--- src/rtl/lsu_if.sv ---
// Core-side request bus and memory-side port of the load/store unit,
// bundled so the LSU and its environment connect through one handle.
// slave  : the LSU's view (takes core requests, drives the memory).
// master : the environment's view (core plus data memory).
interface lsu_if #(
  parameter int ADDR_W = 32,
  parameter int DATA_W = 32
);
  logic              core_req_i;
  logic              core_we_i;
  logic [2:0]        core_size_i;
  logic [ADDR_W-1:0] core_addr_i;
  logic [DATA_W-1:0] core_wd_i;
  logic [DATA_W-1:0] core_rd_o;
  logic              core_stall_o;
  logic              core_err_o;
  logic              mem_req_o;
  logic              mem_we_o;
  logic [ADDR_W-1:0] mem_addr_o;
  logic [DATA_W-1:0] mem_wd_o;
  logic [DATA_W-1:0] mem_rd_i;

  modport slave (
    input  core_req_i, core_we_i, core_size_i, core_addr_i, core_wd_i, mem_rd_i,
    output core_rd_o, core_stall_o, core_err_o,
    output mem_req_o, mem_we_o, mem_addr_o, mem_wd_o
  );

  modport master (
    output core_req_i, core_we_i, core_size_i, core_addr_i, core_wd_i, mem_rd_i,
    input  core_rd_o, core_stall_o, core_err_o,
    input  mem_req_o, mem_we_o, mem_addr_o, mem_wd_o
  );
endinterface

--- src/rtl/lsu.sv ---
// Load/store unit: turns RISC-V byte/half/word loads and stores into accesses
// on a word-only, single-cycle-latency memory. Sub-word stores are done by
// read-modify-write because the memory has no byte enables.
module lsu #(
  parameter int ADDR_W = 32,
  parameter int DATA_W = 32
) (
  input logic   clk_i,
  input logic   rst_i,
  lsu_if.slave  bus
);

  typedef enum logic [1:0] {
    IDLE      = 2'd0,
    LOAD_WAIT = 2'd1,
    RMW_READ  = 2'd2,
    RMW_WRITE = 2'd3
  } state_t;

  localparam logic [2:0] SZ_B  = 3'b000;
  localparam logic [2:0] SZ_H  = 3'b001;
  localparam logic [2:0] SZ_W  = 3'b010;
  localparam logic [2:0] SZ_BU = 3'b100;
  localparam logic [2:0] SZ_HU = 3'b101;

  state_t            state_r;
  state_t            state_s;
  logic [ADDR_W-1:0] addr_r;
  logic [2:0]        size_r;
  logic [15:0]       wd_r;      // only the low half is ever merged into memory
  logic [DATA_W-1:0] merge_r;

  logic              err_s;
  logic              accept_s;
  logic [DATA_W-1:0] core_rd_s;
  logic              core_stall_s;
  logic              core_err_s;
  logic              mem_req_s;
  logic              mem_we_s;
  logic [ADDR_W-1:0] mem_addr_s;
  logic [DATA_W-1:0] mem_wd_s;

  // Misaligned halves/words, reserved sizes and unsigned store sizes are illegal.
  function automatic logic access_err(input logic we, input logic [2:0] size,
                                      input logic [1:0] lo);
    logic e;
    e = 1'b0;
    case (size)
      SZ_B:    e = 1'b0;
      SZ_H:    e = lo[0];
      SZ_W:    e = (lo != 2'b00);
      SZ_BU:   e = we;
      SZ_HU:   e = we | lo[0];
      default: e = 1'b1;
    endcase
    return e;
  endfunction

  // Pick the addressed lane(s) out of the memory word and extend to 32 bits.
  function automatic logic [DATA_W-1:0] load_extract(input logic [2:0] size,
                                                     input logic [1:0] lo,
                                                     input logic [DATA_W-1:0] word);
    logic [7:0]        b;
    logic [15:0]       h;
    logic [DATA_W-1:0] r;
    b = word[{lo, 3'b000} +: 8];
    h = word[{lo[1], 4'b0000} +: 16];
    case (size)
      SZ_B:    r = {{(DATA_W-8){b[7]}}, b};
      SZ_H:    r = {{(DATA_W-16){h[15]}}, h};
      SZ_W:    r = word;
      SZ_BU:   r = {{(DATA_W-8){1'b0}}, b};
      SZ_HU:   r = {{(DATA_W-16){1'b0}}, h};
      default: r = {DATA_W{1'b0}};
    endcase
    return r;
  endfunction

  // Replace the target byte or half of the old word with the store data.
  function automatic logic [DATA_W-1:0] store_merge(input logic half,
                                                    input logic [1:0] lo,
                                                    input logic [DATA_W-1:0] word,
                                                    input logic [15:0] wd);
    logic [DATA_W-1:0] r;
    r = word;
    if (half) begin
      r[{lo[1], 4'b0000} +: 16] = wd;
    end else begin
      r[{lo, 3'b000} +: 8] = wd[7:0];
    end
    return r;
  endfunction

  assign err_s = access_err(bus.core_we_i, bus.core_size_i, bus.core_addr_i[1:0]);

  // Next-state and output decode; reset forces every output low so no write
  // can leave the unit while reset is being sampled.
  always_comb begin
    state_s      = state_r;
    accept_s     = 1'b0;
    core_rd_s    = {DATA_W{1'b0}};
    core_stall_s = 1'b0;
    core_err_s   = 1'b0;
    mem_req_s    = 1'b0;
    mem_we_s     = 1'b0;
    mem_addr_s   = {ADDR_W{1'b0}};
    mem_wd_s     = {DATA_W{1'b0}};
    if (rst_i) begin
      state_s = IDLE;
    end else begin
      case (state_r)
        IDLE: begin
          if (bus.core_req_i) begin
            if (err_s) begin
              core_err_s = 1'b1;
            end else begin
              accept_s   = 1'b1;
              mem_req_s  = 1'b1;
              mem_addr_s = {bus.core_addr_i[ADDR_W-1:2], 2'b00};
              if (bus.core_we_i) begin
                if (bus.core_size_i == SZ_W) begin
                  mem_we_s = 1'b1;
                  mem_wd_s = bus.core_wd_i;
                end else begin
                  core_stall_s = 1'b1;
                  state_s      = RMW_READ;
                end
              end else begin
                core_stall_s = 1'b1;
                state_s      = LOAD_WAIT;
              end
            end
          end else begin
            state_s = IDLE;
          end
        end
        LOAD_WAIT: begin
          mem_addr_s = {addr_r[ADDR_W-1:2], 2'b00};
          core_rd_s  = load_extract(size_r, addr_r[1:0], bus.mem_rd_i);
          state_s    = IDLE;
        end
        RMW_READ: begin
          mem_addr_s   = {addr_r[ADDR_W-1:2], 2'b00};
          core_stall_s = 1'b1;
          state_s      = RMW_WRITE;
        end
        RMW_WRITE: begin
          mem_addr_s = {addr_r[ADDR_W-1:2], 2'b00};
          mem_req_s  = 1'b1;
          mem_we_s   = 1'b1;
          mem_wd_s   = merge_r;
          state_s    = IDLE;
        end
        default: begin
          state_s = IDLE;
        end
      endcase
    end
  end

  // State, captured operation and read-modify-write merge word.
  always_ff @(posedge clk_i) begin
    if (rst_i) begin
      state_r <= IDLE;
      addr_r  <= {ADDR_W{1'b0}};
      size_r  <= 3'b000;
      wd_r    <= 16'h0000;
      merge_r <= {DATA_W{1'b0}};
    end else begin
      state_r <= state_s;
      if (accept_s) begin
        addr_r <= bus.core_addr_i;
        size_r <= bus.core_size_i;
        wd_r   <= bus.core_wd_i[15:0];
      end else begin
        addr_r <= addr_r;
        size_r <= size_r;
        wd_r   <= wd_r;
      end
      if (state_r == RMW_READ) begin
        merge_r <= store_merge(size_r[0], addr_r[1:0], bus.mem_rd_i, wd_r);
      end else begin
        merge_r <= merge_r;
      end
    end
  end

  assign bus.core_rd_o    = core_rd_s;
  assign bus.core_stall_o = core_stall_s;
  assign bus.core_err_o   = core_err_s;
  assign bus.mem_req_o    = mem_req_s;
  assign bus.mem_we_o     = mem_we_s;
  assign bus.mem_addr_o   = mem_addr_s;
  assign bus.mem_wd_o     = mem_wd_s;

endmodule
--- src/flat_wrapper.sv ---
// flat-port wrapper written by rule: the top's interface ports become plain ports
module lsu_flat 
#(
  parameter int ADDR_W = 32,
  parameter int DATA_W = 32
)
  (clk_i, rst_i, bus_core_req_i, bus_core_we_i, bus_core_size_i, bus_core_addr_i, bus_core_wd_i, bus_mem_rd_i, bus_core_rd_o, bus_core_stall_o, bus_core_err_o, bus_mem_req_o, bus_mem_we_o, bus_mem_addr_o, bus_mem_wd_o);
  lsu_if #(.ADDR_W(ADDR_W), .DATA_W(DATA_W)) bus_i ();
  input logic clk_i;
  input logic rst_i;
  input wire logic [$bits(bus_i.core_req_i)-1:0] bus_core_req_i;
  input wire logic [$bits(bus_i.core_we_i)-1:0] bus_core_we_i;
  input wire logic [$bits(bus_i.core_size_i)-1:0] bus_core_size_i;
  input wire logic [$bits(bus_i.core_addr_i)-1:0] bus_core_addr_i;
  input wire logic [$bits(bus_i.core_wd_i)-1:0] bus_core_wd_i;
  input wire logic [$bits(bus_i.mem_rd_i)-1:0] bus_mem_rd_i;
  output wire logic [$bits(bus_i.core_rd_o)-1:0] bus_core_rd_o;
  output wire logic [$bits(bus_i.core_stall_o)-1:0] bus_core_stall_o;
  output wire logic [$bits(bus_i.core_err_o)-1:0] bus_core_err_o;
  output wire logic [$bits(bus_i.mem_req_o)-1:0] bus_mem_req_o;
  output wire logic [$bits(bus_i.mem_we_o)-1:0] bus_mem_we_o;
  output wire logic [$bits(bus_i.mem_addr_o)-1:0] bus_mem_addr_o;
  output wire logic [$bits(bus_i.mem_wd_o)-1:0] bus_mem_wd_o;
  assign bus_i.core_req_i = bus_core_req_i;
  assign bus_i.core_we_i = bus_core_we_i;
  assign bus_i.core_size_i = bus_core_size_i;
  assign bus_i.core_addr_i = bus_core_addr_i;
  assign bus_i.core_wd_i = bus_core_wd_i;
  assign bus_i.mem_rd_i = bus_mem_rd_i;
  assign bus_core_rd_o = bus_i.core_rd_o;
  assign bus_core_stall_o = bus_i.core_stall_o;
  assign bus_core_err_o = bus_i.core_err_o;
  assign bus_mem_req_o = bus_i.mem_req_o;
  assign bus_mem_we_o = bus_i.mem_we_o;
  assign bus_mem_addr_o = bus_i.mem_addr_o;
  assign bus_mem_wd_o = bus_i.mem_wd_o;
  lsu #(.ADDR_W(ADDR_W), .DATA_W(DATA_W)) u_core (.clk_i(clk_i), .rst_i(rst_i), .bus(bus_i));
endmodule
--- config.mk ---
export PLATFORM = sky130hd
export DESIGN_NAME = lsu_flat
export DESIGN_NICKNAME = d
export VERILOG_FILES = /design/src/rtl/lsu_if.sv /design/src/rtl/lsu.sv /design/src/flat_wrapper.sv
export SDC_FILE = /design/constraint.sdc
export NUM_CORES = 1
export LEC_CHECK = 0
export CORE_MARGIN = 10
export CORE_UTILIZATION = 51
export DETAILED_ROUTE_END_ITERATION = 16
export DONT_BUFFER_PORTS = 1
export PLACE_DENSITY = 0.76
export SETUP_SLACK_MARGIN = 0.05
export SLEW_MARGIN = 20
export SYNTH_ARGS = -nofsm -noshare
export SYNTH_HDL_FRONTEND = slang
export SYNTH_SLANG_ARGS = --single-unit
export TNS_END_PERCENT = 5
--- constraint.sdc ---
create_clock -name clk_i -period 4.15 [get_ports clk_i]
set_input_delay 0.415 -clock clk_i [delete_from_list [all_inputs] [get_ports clk_i]]
set_output_delay 0.415 -clock clk_i [all_outputs]
set_load 0.01 [all_outputs]
Yosys cells after proc, flatten, opt, wreduce, memory -nomap -nowiden
Cells that the tools add are included.

Flip-flop bits (word level): 85. Input bits: 103. Output and inout bits: 100. Logic and storage cells: 78.

Add/subtract/negate cells: 2. Equality and inequality tests: 13. Shift-type cells: 6. Mux-type cells: 44. Bitwise gates (word level): 1. Reductions and logical operators: 7.

Operators by type and width (count): $mux W32 (11); $pmux W32 S5 (1); $pmux W32 S2 (2); $bwmux W32 (2); $shift A16 B7 Y32 const A (1); $shift A8 B7 Y32 const A (1); $shiftx A16 B7 Y32 (1); $shiftx A32 B6 Y16 (1); $shiftx A32 B6 Y8 (1); $shiftx A8 B7 Y32 (1); $mux W1 (19); $neg A5 Y7 (2); $eq A3 B3 Y1 const B (4); $mux W2 (4); $eq A3 B1 Y1 const B (2); $eq A3 B2 Y1 const B (2); $logic_not A3 Y1 (2); $pmux W1 S2 (3); $pmux W2 S3 (1); $pmux W1 S5 (1); $eq A2 B2 Y1 const B (2); $ne A4 B4 Y1 const B (1); $ne A3 B3 Y1 const B (1); $reduce_or A3 Y1 (1); other kinds (6) (6).

Logic depth before layout (Yosys ltp)
Gate-level depths: netlist of run 1.

Depth in word-level cells: 7. Depth in mapped cells: 9. Depth with buffers taken out: 6.

Least setup slack after synthesis of run 1
Ideal clock, no wire load.

Path kind: register to register. From: reg u_core.addr_r[1]. To: reg u_core.merge_r[18]. Library setup time: 70 ps. Arrival time: 2042 ps. Data required time: 4080 ps. Setup slack: 2038 ps. Stages on the path, launching flop included: 10. Buffers on the path: 3. Clock period less this slack: 2112 ps. Path through: dfxtp_1 buf_2 buf_2 inv_1 ha_1 nor4bb_1 clkbuf_1 a221o_1 nand3_1 a21oi_1.

Word-level cells in the longest chain between the ends: 4. Elaborated cells on any way between the ends: 9. Those cells by class: add/sub: 2; shift: 4; mux: 3.

Ends and longest elaborated chain: from (decl) (line lsu.sv:28) `logic [ADDR_W-1:0] addr_r;`; from (signal assigned) (line lsu.sv:165) `addr_r <= {ADDR_W{1'b0}};`; from (signal assigned) (line lsu.sv:172) `addr_r <= bus.core_addr_i;`; from (signal assigned) (line lsu.sv:176) `addr_r <= addr_r;`; $neg A5 Y7, on equally long branches (line lsu.sv:87, lsu.sv:89); $shiftx A16 B7 Y32, or another cell as far along (line lsu.sv:87) `r[{lo[1], 4'b0000} +: 16] = wd;`; $bwmux W32, on equally long branches (line lsu.sv:87, lsu.sv:89); $mux W32 (*) (line lsu.sv:86) `if (half) begin`; to (signal assigned) (line lsu.sv:168) `merge_r <= {DATA_W{1'b0}};`; to (signal assigned) (line lsu.sv:181) `merge_r <= store_merge(size_r[0], addr_r[1:0], bus.mem_rd_i, wd_r);`; to (signal assigned) (line lsu.sv:183) `merge_r <= merge_r;`; to (decl) (line lsu.sv:31) `logic [DATA_W-1:0] merge_r;`.

Mark *: on every way between the ends. The rest lies on a longest branch, timed or not. A chain may end at the register's enable or synchronous reset.

Worst setup path in the final report of run 1
From: reg u_core.addr_r[1]. To: out bus_core_rd_o[26].

Word-level cells in the longest chain between the ends: 4. Elaborated cells on any way between the ends: 5. Those cells by class: shift: 2; mux: 3.

Ends and longest elaborated chain: $shiftx A32 B6 Y16 or $shiftx A32 B6 Y8 (tied branches) (line lsu.sv:67, lsu.sv:66); $pmux W32 S5 (*) (line lsu.sv:68) `case (size)`; $mux W32 (*) (line lsu.sv:111) `case (state_r)`; $mux W32 (*) (line lsu.sv:108) `if (rst_i) begin`; to (decl) (line flat_wrapper.sv:17) `output wire logic [$bits(bus_i.core_rd_o)-1:0] bus_core_rd_o;`.

Marked as above.

==> flow_metrics.tcl, run 1 <==
set metrics [dict create \
    worstPathRequired_ns 3.73 \
    cts.path.max_buffers 2 \
    hold_viol_final 0 \
    cts_setup_buffers 0 \
    clkSinkCount 85 \
    reg2reg_depth 7 \
    slowest_stage "dfxtp_2" \
    max_stage_delay_ns 0.68 \
    drtIter0Drc 482 \
    antenna_found_initial 0 \
    path_clk_slew_ns 0.09 \
    n_antenna_cell 0 \
    timing.critical_path.to_type "output port" \
    synth_area_per_cell_um2 7.75 \
    seq_area_frac_synth_pct 31.6 \
    layout_setup_ws_ns 1.12 \
    cts_resized 0 \
    tightest_slew_ns 1.05 \
    synth_commonest_cells "nand2_1, a21oi_1, dfxtp_1" \
    row_count 37 \
    start_kind "flip-flop" \
    num-fill-cells 993 \
    vdd.ir_drop.worst_mv 0.202 \
    core_area_mm2 0.0103 \
    clk_latency_ns 0.35 \
    cts_buffers 9 \
    overflow 0 \
    layout-drive-gt1-share_pct 8.13 \
    die-area_mm2 0.0151 \
    holdPathEnd "u_core.addr_r[25]" \
    layout_min_cycle_time_ns 3.03 \
    static-leakage-power_uw 0.00175 \
    synth.largest_area_cell "dfxtp_1" \
    cp_data_arrival_time_ns 2.61 \
    wire_per_inst_um 21.9 \
    path_buf_inv 2 \
    fmax_mhz 331 \
    hpwl_mm 12.7 \
    port_buffers 0 \
    grt_usage_pct 21.5 \
    synth_edf_count 0 \
    first_global_vias 4832 \
    grt_max_degree 93 \
    drc 0 \
    cts_tree "done" \
    async_flop_share_pct 0 \
    routed_wl_mm 17.3 \
    whs_path_depth 1 \
    hold_path.class "input pin to flip-flop" \
    rsz0062_at_grt "no" \
    r2r_start "u_core.addr_r[1]" \
    detail-route-antenna-nets 0 \
    syn_to_final_growth_pct 3.11 \
    yosys_register_bits 85 \
    yosys_most_used_dff "dfxtp_1" \
    tns_ns 0 \
    netlist_instances 695 \
    synth_top_area_share_pct 31.6 \
    grt_pass1_wl_mm 26.4 \
    min_period_over_period_pct 72.9 \
    die_w_um 123 \
    rr_endpoint "u_core.merge_r[17]" \
    max_slew_margin_pct 29.7 \
    synth_area_leaders "dfxtp_1, nand2_1, a22o_1" \
    root_buffer "clkbuf_8" \
    finalSetupViolCount 0 \
    initial_core_util_pct 52.2 \
    drt_first_pass_iters 5 \
    fin_worst_skew_ns 0.0146 \
    rrSetupSlack_ns 1.45 \
    synth_most_common_cell "nand2_1" \
    final_util_pct 53.8 \
    ctsHoldBuffers 0 \
    place.gp.congestion 0.924 \
    ys_warn_count 0 \
    cap_violations 0 \
    io_pins 203 \
    critical_path_class "flip-flop to output port" \
    critPathMaxFanout 29 \
    synth.distinct_cells 49 \
    dp_slack_ns 1.45 \
    cpLargestDelayFamily "buffers and inverters" \
    vias 5163 \
    synth_area_mm2 0.00539 \
    nNetsFinal 759 \
    slew_viol_final 0 \
    status "finished, final reports clean" \
    pwr_density_cell_mw_per_mm2 326 \
    die_h_um 123 \
    htreeDepth 3 \
    hold_start "rst_i" \
    viasPerCell 6.55 \
    crit_chain "buf_4 -> mux2i_1 -> nand2_1 -> o211ai_1 -> clkbuf_4 -> a21oi_1" \
]
-- worst max-delay path by stage --
stage                                  from                  to  slack [ns]  cells after the start
after detailed placement   u_core.size_r[0]   bus_core_rd_o[21]        1.45                      3
after global placement     u_core.addr_r[1]  u_core.merge_r[29]        1.40                      6
after CTS                  u_core.size_r[0]   bus_core_rd_o[21]        1.05                      3
after global routing      u_core.state_r[0]    bus_mem_wd_o[15]        0.96                      7
after floorplan            u_core.addr_r[1]  u_core.merge_r[18]        2.04                      9
final                      u_core.addr_r[1]   bus_core_rd_o[26]        1.12                      6
-- layout by cell type, fill, tap and decap left out, types with 3 or more instances in the layout --
cell type | netlist | layout
ha_1 | 9 | 8
mux2_2 | 14 | 14
buf_4 | 4 | 6
inv_1 | 9 | 9
a22o_1 | 62 | 62
clkbuf_8 | 0 | 10
a21oi_1 | 103 | 103
mux2i_1 | 25 | 25
nor2b_1 | 3 | 3
nor2_1 | 24 | 22
a31o_2 | 3 | 3
a211oi_1 | 9 | 9
nand2b_1 | 29 | 29
a22oi_1 | 15 | 15
a221o_1 | 24 | 24
o21ai_0 | 3 | 3
nand3_1 | 25 | 25
nand2_1 | 148 | 148
a222oi_1 | 6 | 6
dfxtp_1 | 85 | 83
-- stage by stage --
step | hold slack (ns) | total power, uW | instance area, um^2 | instances
floorplan | 0.437 | 1170 | 5390 | 696
global placement | 0.435 | 1210 | 5320 | 771
detailed placement | 0.442 | 1220 | 5320 | 771
CTS | 0.101 | 1820 | 5530 | 787
global route | 0.101 | 1890 | 5560 | 788
finish | 0.127 | 1810 | 5560 | 788
-- flip-flops by register name, indices dropped and copies added, names as in the netlist --
| signal | count |
|---|---|
| u_core.addr_r | 32 |
| u_core.state_r | 2 |
| u_core.merge_r | 32 |
| u_core.size_r | 3 |
| u_core.wd_r | 16 |
-- worst reg2reg max path, stage by stage (launching register included) --
cell and delay, ns:
dfxtp_2 0.68, inv_1 0.20, ha_1 0.41, nor4bb_1 0.69, buf_4 0.26, a221o_1 0.14
nand3_1 0.08, a21oi_1 0.18
-- area by class of cell --
class                   count  area (um^2)  area share, %
well taps                 136          170           3.06
multi-input cells         535         3390           61.0
clock inverters             6         68.8           1.24
flip-flops and latches     85         1700           30.7
inverters                   9         33.8          0.608
clock buffers              10          138           2.48
repair buffers              7         52.6          0.946
-- logic make-up (layout without fill, tap and decap cells) --
| logic type | count (synthesis) | count (layout) | share of synthesized area (%) |
|---|---|---|---|
| flip-flops | 85 | 85 | 31.6 |
| buffers and inverters | 76 | 32 | 6.45 |
| multiplexers | 39 | 39 | 7.57 |
| adder cells (fa/ha/maj) | 9 | 9 | 2.09 |
| AO/OA/AOI/OAI | 239 | 239 | 31.6 |
| other | 1 | 2 | 0.0696 |
| AND/OR/NAND/NOR | 246 | 246 | 20.7 |
-- routing by layer --
layer	share of wire (%)	wire length [um]	global-route usage [%]	vias to the layer above
met3	11	1990	7.12	27
met4	1.7	299	7.00	0
met5	0	0	0	-
li1	-	-	-	2422
met1	38	6570	25.6	2440
met2	49	8430	35.8	274
-- report_power, final --
| group | internal (uW) | switching, uW | total, uW |
|---|---|---|---|
| logic | 125 | 179 | 304 |
| registers | 857 | 47.3 | 904 |
| clock network | 299 | 305 | 604 |
| total | 1280 | 531 | 1810 |
Power figures use the tool's default switching activity.
==> inputs of run 2 (changes only) <==
--- a/config.mk
+++ b/config.mk
@@ -9,7 +9,7 @@
 export CORE_UTILIZATION = 51
 export DETAILED_ROUTE_END_ITERATION = 16
 export DONT_BUFFER_PORTS = 1
-export PLACE_DENSITY = 0.76
+export PLACE_DENSITY = 0.79
 export SETUP_SLACK_MARGIN = 0.05
 export SLEW_MARGIN = 20
 export SYNTH_ARGS = -nofsm -noshare
==> constraint.sdc (replaced) <==
create_clock -name clk_i -period 2.5 [get_ports clk_i]
set_input_delay 0.25 -clock clk_i [delete_from_list [all_inputs] [get_ports clk_i]]
set_output_delay 0.25 -clock clk_i [all_outputs]
set_load 0.01 [all_outputs]
==> run 2 against run 1 <==
- total power is 75% higher
- via count rose by 3.4%
- clock skew fell by 0.0059 ns
- cell count grew 3.3%
- highest routed layer unchanged
- core utilization grew 2.8 points
- critical path depth down 1
- flip-flop and latch count unchanged
==> flow_metrics.tcl, run 2 (synthesized netlist as in run 1, its figures left out) <==
set metrics [dict create \
    grt_pass1_wl_mm 27.3 \
    clk_latency_ns 0.35 \
    core_area_mm2 0.0103 \
    wire_per_inst_um 22.2 \
    crit_chain "nor3b_2 -> a31o_2 -> a22oi_1 -> a21oi_1 -> buf_4" \
    hpwl_mm 13.4 \
    start_kind "flip-flop" \
    min_period_over_period_pct 94.1 \
    finalSetupViolCount 0 \
    tns_ns 0 \
    detail-route-antenna-nets 0 \
    layout_setup_ws_ns 0.147 \
    rrSetupSlack_ns 0.33 \
    cts.path.max_buffers 2 \
    status "finished, final reports clean" \
    vias 5337 \
    critical_path_class "flip-flop to output port" \
    path_buf_inv 1 \
    grt_max_degree 86 \
    port_buffers 0 \
    pwr_density_cell_mw_per_mm2 543 \
    viasPerCell 6.56 \
    drt_first_pass_iters 7 \
    antenna_found_initial 0 \
    hold_viol_final 0 \
    n_antenna_cell 0 \
    cap_violations 0 \
    critPathMaxFanout 9 \
    syn_to_final_growth_pct 8.38 \
    stdcell_count 814 \
    static-leakage-power_uw 0.00192 \
    routed_wl_mm 18.1 \
    tightest_slew_ns 0.675 \
    cpLargestDelayFamily "compound AO/OA/AOI/OAI gates" \
    layout-drive-gt1-share_pct 11.8 \
    num-fill-cells 969 \
    nNetsFinal 785 \
    slowest_stage "nor3b_2" \
    worstPathRequired_ns 2.25 \
    reg_top3 "u_core.addr_r: 32 flops, u_core.merge_r: 32 flops, u_core.wd_r: 16 flops" \
    timing.critical_path.to_type "output port" \
    rsz0062_at_grt "no" \
    vdd.ir_drop.worst_mv 0.298 \
    dp.cells 791 \
    cts_tree "done" \
    cts_buffers 9 \
    dp_slack_ns 0.378 \
    path_clk_slew_ns 0.09 \
    drc 0 \
    p_total_uw 3170 \
    hold_path.class "input pin to flip-flop" \
    drtIter0Drc 512 \
    root_buffer "clkbuf_8" \
    htreeDepth 3 \
    final_cell_mix "nand2_1, a21oi_1, dfxtp_1, a22o_1, nand2b_1" \
    die_w_um 123 \
    layout_min_cycle_time_ns 2.35 \
    final_util_pct 56.6 \
    row_count 37 \
    slew_viol_final 0 \
    clkSinkCount 85 \
    cp_data_arrival_time_ns 2.10 \
    fmax_mhz 425 \
    place.gp.congestion 0.908 \
    max_stage_delay_ns 0.51 \
    fin_worst_skew_ns 0.00869 \
    die-area_mm2 0.0151 \
    initial_core_util_pct 52.2 \
    grt_usage_pct 22.2 \
    first_global_vias 5046 \
    die_h_um 123 \
    io_pins 203 \
    layout_commonest_cell "nand2_1" \
    max_slew_margin_pct 54.6 \
    overflow 0 \
]
-- run 2: through the flow --
step	hold WS, ns	cell area [um^2]
floorplan	0.386	5390
global placement	0.323	5480
detailed placement	0.325	5480
CTS	0.00213	5750
global route	0.00165	5840
finish	0.0195	5840
-- run 2: what timing repair did --
item | in CTS | in global routing
pin swaps | 0 | 1
hold buffers | 2 | 0
endpoints found under the hold margin | 85 | 0
setup endpoints to repair | 31 | 64
cloned | 0 | 1
resized for setup | 1 | 12
buffers inserted | 0 | 4
-- run 2: path summary, 6_finish.rpt --
check	startpoint	to	cells past startpoint
max	u_core.size_r[1]	bus_core_rd_o[8]	5
max reg2reg	u_core.addr_r[0]	u_core.merge_r[25]	7
min reg2reg	u_core.addr_r[12]	u_core.addr_r[12]	2
min	bus_core_addr_i[31]	u_core.addr_r[31]	2
-- run 2: layer usage --
layer	wire (um)	global-route usage [%]	share of wire (%)
met5	0	0	0
met3	2210	8.82	12
met2	8930	37.8	49
met1	6500	25.0	36
met4	447	6.85	2.5
-- run 2: report_power, final --
part           switching [uW]  leakage [uW]  internal (uW)
Combinational             340       0.00112            239
Sequential               65.8      0.000692           1420
Clock                     528      0.000111            577
Total                     933       0.00192           2240
-- run 2: worst register-to-register path, cell delays in order, from the launching register on --
cell	delay (ns)
dfxtp_1	0.53
inv_1	0.18
ha_1	0.39
nor4bb_1	0.33
buf_4	0.23
a221o_1	0.15
nand3_1	0.10
a21oi_1	0.19
-- run 2: layout make-up --
class	instances	area, um^2	share of cell area, %
Clock buffer	9	124	2.12
Multi-Input combinational cell	536	3400	58.3
Inverter	9	33.8	0.578
Tap cell	136	170	2.91
Timing Repair Buffer	32	299	5.12
Clock inverter	7	103	1.76
Sequential cell	85	1710	29.2
